**src/rtl/rtc_core.sv**
```systemverilog
// rtc_core: hh:mm:ss real-time clock core with debounced two-key time setting.
// Optional feature macro: RTC_CORE_ALARM_EN (alarm registers, AL_HOUR/AL_MIN modes, o_alarm_out).
// Ports:
//   i_clock      system clock
//   i_reset_n    asynchronous active-low reset
//   i_key_mode   raw mode key (async, active high)
//   i_key_inc    raw increment key (async, active high)
//   i_run_en     1 = time advances in RUN, 0 = frozen
//   o_second     0..59
//   o_minute     0..59
//   o_hour       0..HOUR_MAX
//   o_mode       0 RUN, 1 SET_HOUR, 2 SET_MIN, 3 AL_HOUR, 4 AL_MIN
//   o_sec_pulse  1-cycle strobe per counted second
//   o_day_pulse  1-cycle strobe when hour wraps HOUR_MAX->0
//   o_blink      first half of each second while editing
//   o_data_show  {1'b1, hour, minute} (alarm registers in AL modes)
//   o_alarm_out  alarm active level (alarm build only)
module rtc_core #(
  parameter int PRESCALE     = 65536,
  parameter int DEBOUNCE_DIV = 1024,
  parameter int DEBOUNCE_LEN = 4,
  parameter int HOUR_MAX     = 23
) (
  input  logic        i_clock,
  input  logic        i_reset_n,
  input  logic        i_key_mode,
  input  logic        i_key_inc,
  input  logic        i_run_en,
  output logic [5:0]  o_second,
  output logic [5:0]  o_minute,
  output logic [4:0]  o_hour,
  output logic [2:0]  o_mode,
  output logic        o_sec_pulse,
  output logic        o_day_pulse,
  output logic        o_blink,
  output logic [11:0] o_data_show
`ifdef RTC_CORE_ALARM_EN
  ,output logic       o_alarm_out
`endif
);
  localparam int PW = $clog2(PRESCALE);
  localparam int DW = DEBOUNCE_DIV > 1 ? $clog2(DEBOUNCE_DIV) : 1;
  localparam logic [PW-1:0] P_LAST = PW'(PRESCALE - 1);
  localparam logic [PW-1:0] P_HALF = PW'(PRESCALE / 2);
  localparam logic [DW-1:0] D_LAST = DW'(DEBOUNCE_DIV - 1);
  localparam logic [2:0] M_RUN = 3'd0;
  localparam logic [2:0] M_SH  = 3'd1;
  localparam logic [2:0] M_SM  = 3'd2;
  localparam logic [2:0] M_AH  = 3'd3;
  localparam logic [2:0] M_AM  = 3'd4;
`ifdef RTC_CORE_ALARM_EN
  localparam logic [2:0] M_SM_NX = M_AH;
  localparam logic [2:0] M_LAST  = M_AM;
`else
  localparam logic [2:0] M_SM_NX = M_RUN;
  localparam logic [2:0] M_LAST  = M_SM;
`endif

  logic [PW-1:0]           r_presc;
  logic [5:0]              r_sec, r_min;
  logic [4:0]              r_hour;
  logic                    r_sec_pulse, r_day_pulse;
  logic [2:0]              r_mode, w_mode_nx;
  logic [1:0]              r_sync1, r_sync2, r_lvl, r_lvl_q;
  logic [DEBOUNCE_LEN-1:0] r_sh_mode, r_sh_inc;
  logic [DW-1:0]           r_div;
  logic                    w_sample, w_press_mode, w_press_inc, w_inc;
  logic                    w_run, w_edit, w_legal, w_enter_set, w_tick;
  logic                    w_sec_wrap, w_min_wrap, w_hour_wrap;
  logic [5:0]              w_sec_inc, w_min_inc, w_disp_min;
  logic [4:0]              w_hour_inc, w_disp_hour;

  // Key conditioning: bit 0 = mode key, bit 1 = inc key.
  assign w_sample = r_div == D_LAST;
  always_ff @(posedge i_clock or negedge i_reset_n) begin
    if (!i_reset_n) begin
      r_sync1   <= '0;
      r_sync2   <= '0;
      r_div     <= '0;
      r_sh_mode <= '0;
      r_sh_inc  <= '0;
      r_lvl     <= '0;
      r_lvl_q   <= '0;
    end else begin
      r_sync1 <= {i_key_inc, i_key_mode};
      r_sync2 <= r_sync1;
      r_div   <= w_sample ? '0 : r_div + DW'(1);
      if (w_sample) begin
        r_sh_mode <= {r_sh_mode[DEBOUNCE_LEN-2:0], r_sync2[0]};
        r_sh_inc  <= {r_sh_inc[DEBOUNCE_LEN-2:0], r_sync2[1]};
      end
      // Hysteresis: set on all-ones, clear on all-zeros, otherwise hold.
      r_lvl[0] <= (&r_sh_mode) | (r_lvl[0] & (|r_sh_mode));
      r_lvl[1] <= (&r_sh_inc) | (r_lvl[1] & (|r_sh_inc));
      r_lvl_q  <= r_lvl;
    end
  end
  assign w_press_mode = r_lvl[0] & ~r_lvl_q[0];
  assign w_press_inc  = r_lvl[1] & ~r_lvl_q[1];
  assign w_inc        = w_press_inc & ~w_press_mode;

  // Mode FSM: state register / next state / outputs.
  assign w_legal = r_mode <= M_LAST;
  always_ff @(posedge i_clock or negedge i_reset_n) begin
    if (!i_reset_n) r_mode <= M_RUN;
    else r_mode <= w_mode_nx;
  end
  always_comb begin
    w_mode_nx = r_mode;
    if (!w_legal) w_mode_nx = M_RUN;
    else if (w_press_mode)
      w_mode_nx = (r_mode == M_RUN) ? M_SH :
                  (r_mode == M_SH)  ? M_SM :
                  (r_mode == M_SM)  ? M_SM_NX :
                  (r_mode == M_AH)  ? M_AM : M_RUN;
  end
  always_comb begin
    w_run   = r_mode == M_RUN;
    w_edit  = w_legal && !w_run;
    o_blink = w_edit && (r_presc < P_HALF);
  end

  // Entering SET_HOUR clears the second and prescaler and swallows a coincident tick.
  assign w_enter_set = w_run & w_press_mode;
  assign w_tick      = w_run & i_run_en & (r_presc == P_LAST) & ~w_enter_set;
  assign w_sec_wrap  = r_sec == 6'd59;
  assign w_min_wrap  = r_min == 6'd59;
  assign w_hour_wrap = r_hour == 5'(HOUR_MAX);
  assign w_sec_inc   = w_sec_wrap ? '0 : r_sec + 6'd1;
  assign w_min_inc   = w_min_wrap ? '0 : r_min + 6'd1;
  assign w_hour_inc  = w_hour_wrap ? '0 : r_hour + 5'd1;

  always_ff @(posedge i_clock or negedge i_reset_n) begin
    if (!i_reset_n) begin
      r_presc     <= '0;
      r_sec       <= '0;
      r_min       <= '0;
      r_hour      <= '0;
      r_sec_pulse <= 1'b0;
      r_day_pulse <= 1'b0;
    end else begin
      // Outside RUN the prescaler free-runs purely to drive blink.
      if (w_enter_set) r_presc <= '0;
      else if (!w_run || i_run_en) r_presc <= (r_presc == P_LAST) ? '0 : r_presc + PW'(1);
      if (w_enter_set) r_sec <= '0;
      else if (w_tick) begin
        r_sec <= w_sec_inc;
        if (w_sec_wrap) r_min <= w_min_inc;
        if (w_sec_wrap && w_min_wrap) r_hour <= w_hour_inc;
      end
      else if (w_inc && r_mode == M_SH) r_hour <= w_hour_inc;
      else if (w_inc && r_mode == M_SM) r_min <= w_min_inc;
      r_sec_pulse <= w_tick;
      r_day_pulse <= w_tick & w_sec_wrap & w_min_wrap & w_hour_wrap;
    end
  end

`ifdef RTC_CORE_ALARM_EN
  logic [4:0] r_al_hour;
  logic [5:0] r_al_min, r_al_cnt;
  logic       r_al_on, w_hit, w_show_al;
  assign w_show_al = r_mode == M_AH || r_mode == M_AM;
  // Match against the time this tick is about to load, where second becomes 0.
  assign w_hit = w_tick && w_sec_wrap && w_min_inc == r_al_min &&
                 (w_min_wrap ? w_hour_inc : r_hour) == r_al_hour;
  always_ff @(posedge i_clock or negedge i_reset_n) begin
    if (!i_reset_n) begin
      r_al_hour <= '0;
      r_al_min  <= '0;
      r_al_cnt  <= '0;
      r_al_on   <= 1'b0;
    end else begin
      if (w_inc && r_mode == M_AH) r_al_hour <= (r_al_hour == 5'(HOUR_MAX)) ? '0 : r_al_hour + 5'd1;
      if (w_inc && r_mode == M_AM) r_al_min <= (r_al_min == 6'd59) ? '0 : r_al_min + 6'd1;
      if (w_press_mode || w_press_inc) r_al_on <= 1'b0;
      else if (w_hit) begin
        r_al_on  <= 1'b1;
        r_al_cnt <= '0;
      end
      else if (w_tick && r_al_on) begin
        r_al_cnt <= r_al_cnt + 6'd1;
        if (r_al_cnt == 6'd59) r_al_on <= 1'b0;
      end
    end
  end
  assign w_disp_hour = w_show_al ? r_al_hour : r_hour;
  assign w_disp_min  = w_show_al ? r_al_min : r_min;
  assign o_alarm_out = r_al_on;
`else
  assign w_disp_hour = r_hour;
  assign w_disp_min  = r_min;
`endif

  assign o_second    = r_sec;
  assign o_minute    = r_min;
  assign o_hour      = r_hour;
  assign o_mode      = r_mode;
  assign o_sec_pulse = r_sec_pulse;
  assign o_day_pulse = r_day_pulse;
  assign o_data_show = {1'b1, w_disp_hour, w_disp_min};
endmodule

```
**config.mk**
```make
export PLATFORM = sky130hd
export DESIGN_NAME = rtc_core
export DESIGN_NICKNAME = d
export VERILOG_FILES = /design/src/rtl/rtc_core.sv
export SDC_FILE = /design/constraint.sdc
export NUM_CORES = 1
export LEC_CHECK = 0
export CAP_MARGIN = 10
export CORE_MARGIN = 2
export CORE_UTILIZATION = 59
export DETAILED_ROUTE_END_ITERATION = 8
export PLACE_DENSITY_LB_ADDON = 0.05
export SYNTH_ARGS = -nofsm -noshare
export SYNTH_HDL_FRONTEND = slang
export SYNTH_SLANG_ARGS = --single-unit
```
**constraint.sdc**
```tcl
create_clock -name i_clock -period 5.6 [get_ports i_clock]
set_input_delay 1.12 -clock i_clock [delete_from_list [all_inputs] [get_ports i_clock]]
set_output_delay 1.12 -clock i_clock [all_outputs]
set_load 0.03 [all_outputs]
```
; ---- After elaboration in Yosys (flattened, before gate mapping)
; Cells that the tools add are included.
; Widths: inputs -> output; s select.
[word_totals]
ramBits = 0
rom_bits = 0
out_inout_bits = 35
ff_bits = 64
latchBits = 0
mem_count = 0
in_bits = 5
word_cells = 91
[classes]
n_shift = 0
n_addsub = 5
n_mux = 22
eq_ne = 12
reduce_logical = 18
magnitude_cmp = 2
bitwise_logic = 18
n_div = 0
mul = 0
[ops]
columns = operator, n
row1 = $mux 16, 3
row2 = $mux 6, 8
row3 = $mux 5, 4
row4 = $mux 3, 6
row5 = $add 16x1->16 const B, 1
row6 = $eq 16x16->1 const B, 1
row7 = $lt 16x16->1 const B, 1
row8 = $add 6x1->6 const B, 2
row9 = $and 1x1->1, 12
row10 = $eq 6x6->1 const B, 2
row11 = $reduce_and 4->1, 3
row12 = $add 10x1->10 const B, 1
row13 = $eq 10x10->1 const B, 1
row14 = $mux 10, 1
row15 = $reduce_bool 2->1, 4
row16 = $reduce_or 4->1, 2
row17 = $eq 3x2->1 const B, 2
row18 = $add 5x1->5 const B, 1
row19 = $eq 5x5->1 const B, 1
row20 = $logic_and 1x1->1, 5
row21 = $ne 2x1->1 const B, 2
row22 = $ne 2x2->1 const B, 2
row23 = $not 1->1, 4
row24 = $eq 3x1->1 const B, 1
row25 = other kinds (6), 7

; ---- Longest topological paths before layout
[depth]
word_depth = 8
ltp_mapped = 7
depth_no_buf = 6

; ---- Worst setup path after synthesis
; OpenSTA, ideal clock, no wires.
[synth_timing]
path_kind = flip-flop to output port
start = register r_mode[0], in the netlist o_mode[0]
end = output port o_blink
arrival_ps = 1508
n_path_buf = 1
slack_ps = 2972
path_stages_with_launch = 4
cell_sequence = dfrtp_1 -> clkbuf_1 -> xnor2_1 -> nor3_1
[synth_via]
elab_chain_len = 4
[synth_lines]
columns = element, line_no
row1 = "start, declared", 63  ; logic [2:0] r_mode, w_mode_nx;
row2 = "start signal, assigned", 106  ; else r_mode <= w_mode_nx;
row3 = "parallel branches: the longest is 2 deep, another holds $le 3x2->1", n/a
row4 = $logic_and 1x1->1 *, 119  ; w_edit = w_legal && !w_run;
row5 = $logic_and 1x1->1 *, 120  ; o_blink = w_edit && (r_presc < P_HALF);
row6 = "end, declared", 35  ; output logic o_blink,
; Mark *: on every way between the ends.

; ---- Worst setup path after layout
; Ends and elaborated chain as after synthesis.

==> summary.md <==
| Metric | Value |
|---|---|
| Status | finished clean |
| Worst-Margin Slew | ~0.94 ns |
| DR WL/cell | ~14 um |
| Starting DRT DRC Count | approximately 170 |
| Clk slew on worst S/H paths | around 0.07 ns |
| Multi-input logic area | roughly 1300 um^2 |
| Net load switching power | ~0.24 mW |
| Top routing layer in use | met4 |
| FP Rows | 26 |
| CP max stage cell | clkdlybuf4s50_1 |
| Max FO, Critical Path | 8 |
| FMAX | roughly 330 MHz |
| Post-synthesis register bit count | 64 |
| Nature of the critical path endpoint | output pin |
| IO Pins | 40 |
| CTS resizes | 0 |
| Number of synthesized flops with an enable pin | 0 |
| CP max stage delay | just over 0.7 ns |
| Crit path DAT | about 1.9 ns |
| Total track usage | 20.9% |
| Max transition margin | between 30 and 40% |
| Post-synth cell types | 44 |
| CTS Hold Buffers Added | 0 |
| Cells after Synth | between 200 and 300 |
| Clk Latency, worst-skew pair | between 0.3 and 0.4 ns |
| Max-cap violations | 0 |
| Postcts setup bufs | 0 |
| Clock Sink Count | 64 |
| Final Cycle Share | 53.4% |
| Most frequent cells in the layout | 64 x dfrtp_1, 37 x clkdlybuf4s50_1, 28 x nor2_1, 26 x nand2_1, 20 x nand3_1 |
| Buffers & Inverters on Critical Path | 1 |
| Unrepaired setup endpoints after global routing | false |
| Antenna cells | 0 |
| Cells along the critical path | xnor2_1 -> nor3_1 -> clkdlybuf4s50_1 |
| Worst Skew | roughly 0.013 ns |
| Sequential Power Share | 53.0% |
| Internal power | 0.728 mW |
| Share of cells above drive strength 1 | a little over a tenth |
| GRT overflow | 0 |
| Hold path start | r_sync1[0] |
| Core region area | 5040 um^2 |
| CP startpoint kind | flip-flop |
| Reg2reg start | o_mode[0] |
| # setup viols final | 0 |
| Register area | 1600 um^2 |
| Initial Util | about three fifths |
| Static leakage | ~1.6 nW |
| Clock Power Share | 40.7% |
| PortBufs | 38 |
| Final hold viol count | 0 |
| Post-synth net total | ~300 |
| Pwr Density | between 200 and 300 nW/um^2 |
| Leading cell type in the layout, fill and taps excluded | dfrtp_1 |
| Worst setup margin | about 2.6 ns |
| Routed via count | ~2200 |
| CTS buffer count | 9 |
| Layout area overhead | 17.9% |
| Via-per-instance ratio | 5.51 |
| Vias in the first global route | 2045 |
| Die Ht | 76.0 um |
| Crit path max-delay family | buffers and inverters |
| Nets@finish | approximately 340 |
| Crit path required time | about 4.5 ns |
| Synthesized cell area | a little over 3000 um^2 |
| Async SR Flop Fraction | between 90% and 100% |
| DIE AREA | about 5800 um^2 |
| # DRC | 0 |
| Die W | about 76 um |
| Global-route wire length before repair | 9590 um |
| Synthesized area per cell | between 10 and 15 um^2 |
| Fin crit period | 2.99 ns |
| Area contributors post-synth | dfrtp_1 52%, mux2_2 4.4%, xor2_1 3.7% |
| Post-synth top flop | dfrtp_1 |
| Leading area contributor after synthesis | dfrtp_1 |
| Root buf cell | clkbuf_8 |
| Met2 wire len | roughly 2500 um |
| Number of antenna violations at the first check in global routing | 0 |
| Register area share after synthesis | between 50% and 60% |
| Routed wl met3 | between 200 and 300 um |
| Min Hold Slack | ~0.35 ns |
| Final setup TNS | 0 ns |
| Pin count of the biggest net entering global routing | between 60 and 70 |
| Fillers | 380 |
| Sw Share | around 25% |
| CTS tree | yes |
| Post-DP HPWL | 3710 um |
| CP Class | reg2out |
| Yosys top cell area share | around 52% |
| Post-detailed-route count of antenna-violating nets | 0 |
| Worst hold path type | reg2reg |
| Pre-Repair DR Iteration Count | 5 |
| Pins Over Slew Limit | 0 |
| Total Power | about 0.97 mW |
| Syn. warnings | 0 |
| Max H-tree Level | 3 |
| Met1 Routed Length | roughly 2600 um |
| Critical path startpoint | o_mode[0] |
| DRT Wirelength | roughly 5500 um |
| Comb power frac | ~6.3% |
| Max Buffers Root-to-Sink | 2 |
| Setup WS pre-CTS | approximately 2.5 ns |
| GPL Wtd Cong | around 0.83 |
| Peak supply drop | approximately 0.27 mV |
-- kinds of logic (layout without fill, tap and decap cells) --
group | Yosys count | count (layout) | synth area share [%]
simple gates | 126 | 126 | 21.2
flops | 64 | 64 | 52.4
compound gates | 42 | 42 | 9.17
buf+inv | 22 | 59 | 4.42
xor+xnor | 20 | 20 | 5.73
mux | 13 | 13 | 4.75
fa+ha+maj | 5 | 5 | 2.05
other cells | 2 | 2 | 0.246
-- worst paths after layout --
kind | to | slack [ns] | cells after the start
worst max-delay path | o_blink | 2.61 | 3
worst min register to register | r_sync2[0] | 0.35 | 0
min in group asynchronous | o_minute[3] | 0.94 | 2
worst min-delay path | r_sync2[0] | 0.35 | 0
worst max register to register | o_minute[2] | 3.23 | 5
max in group asynchronous | o_mode[2] | 4.14 | 2
-- flip-flops by register name, summed over array words and instances, names as in the netlist --
register,flops
r_sync2,2
r_lvl_q,2
r_presc,16
o_hour,5
r_sync1,2
o_mode,3
r_lvl,2
r_sh_inc,4
o_day_pulse,1
o_second,6
r_sh_mode,4
r_div,10
o_minute,6
o_sec_pulse,1
-- stage by stage --
| stage | std cells | utilization, % | instance area [um^2] |
|---|---|---|---|
| finish | 401 | 71.5 | 3600 |
| global route | 401 | 71.5 | 3600 |
| CTS | 401 | 71.5 | 3600 |
| detailed placement | 385 | 67.5 | 3410 |
| global placement | 385 | 67.5 | 3410 |
| floorplan | 294 | - | 3060 |
-- power by group through the flow --
stage | clock (mW) | combinational [mW] | sequential [mW]
2_1_floorplan | 0 | 0.0417 | 0.517
3_3_place_gp | 0 | 0.0606 | 0.523
3_5_place_dp | 0 | 0.0612 | 0.523
4_1_cts | 0.400 | 0.0618 | 0.514
5_1_grt | 0.422 | 0.0733 | 0.518
6_report | 0.395 | 0.0607 | 0.514
-- final cells by class --
| type | count | share of cell area [%] |
|---|---|---|
| tap | 70 | 2.43 |
| clock inverter | 5 | 1.56 |
| timing repair buffer | 39 | 10.6 |
| inverter | 4 | 0.417 |
| sequential | 64 | 44.4 |
| clock buffer | 11 | 3.92 |
| multi-input combinational | 208 | 36.6 |
-- layer usage --
layer,GRT usage (%),vias to the layer above
met5,0,-
met3,3.69,12
met1,28.6,1045
met4,11.3,0
met2,32.1,51
li1,-,1100
-- synthesized netlist by cell type, types with 6 or more instances --
| library cell | count |
|---|---|
| dfrtp_1 | 64 |
| nor2_1 | 28 |
| nand2_1 | 26 |
| nand3_1 | 20 |
| o21ai_0 | 13 |
| xor2_1 | 13 |
| buf_4 | 12 |
| mux2_2 | 12 |
| a21oi_1 | 9 |
| nor3_1 | 9 |
| xnor2_1 | 7 |
| a31oi_1 | 6 |
| nand4_1 | 6 |
(Power assumes the default switching activity.)
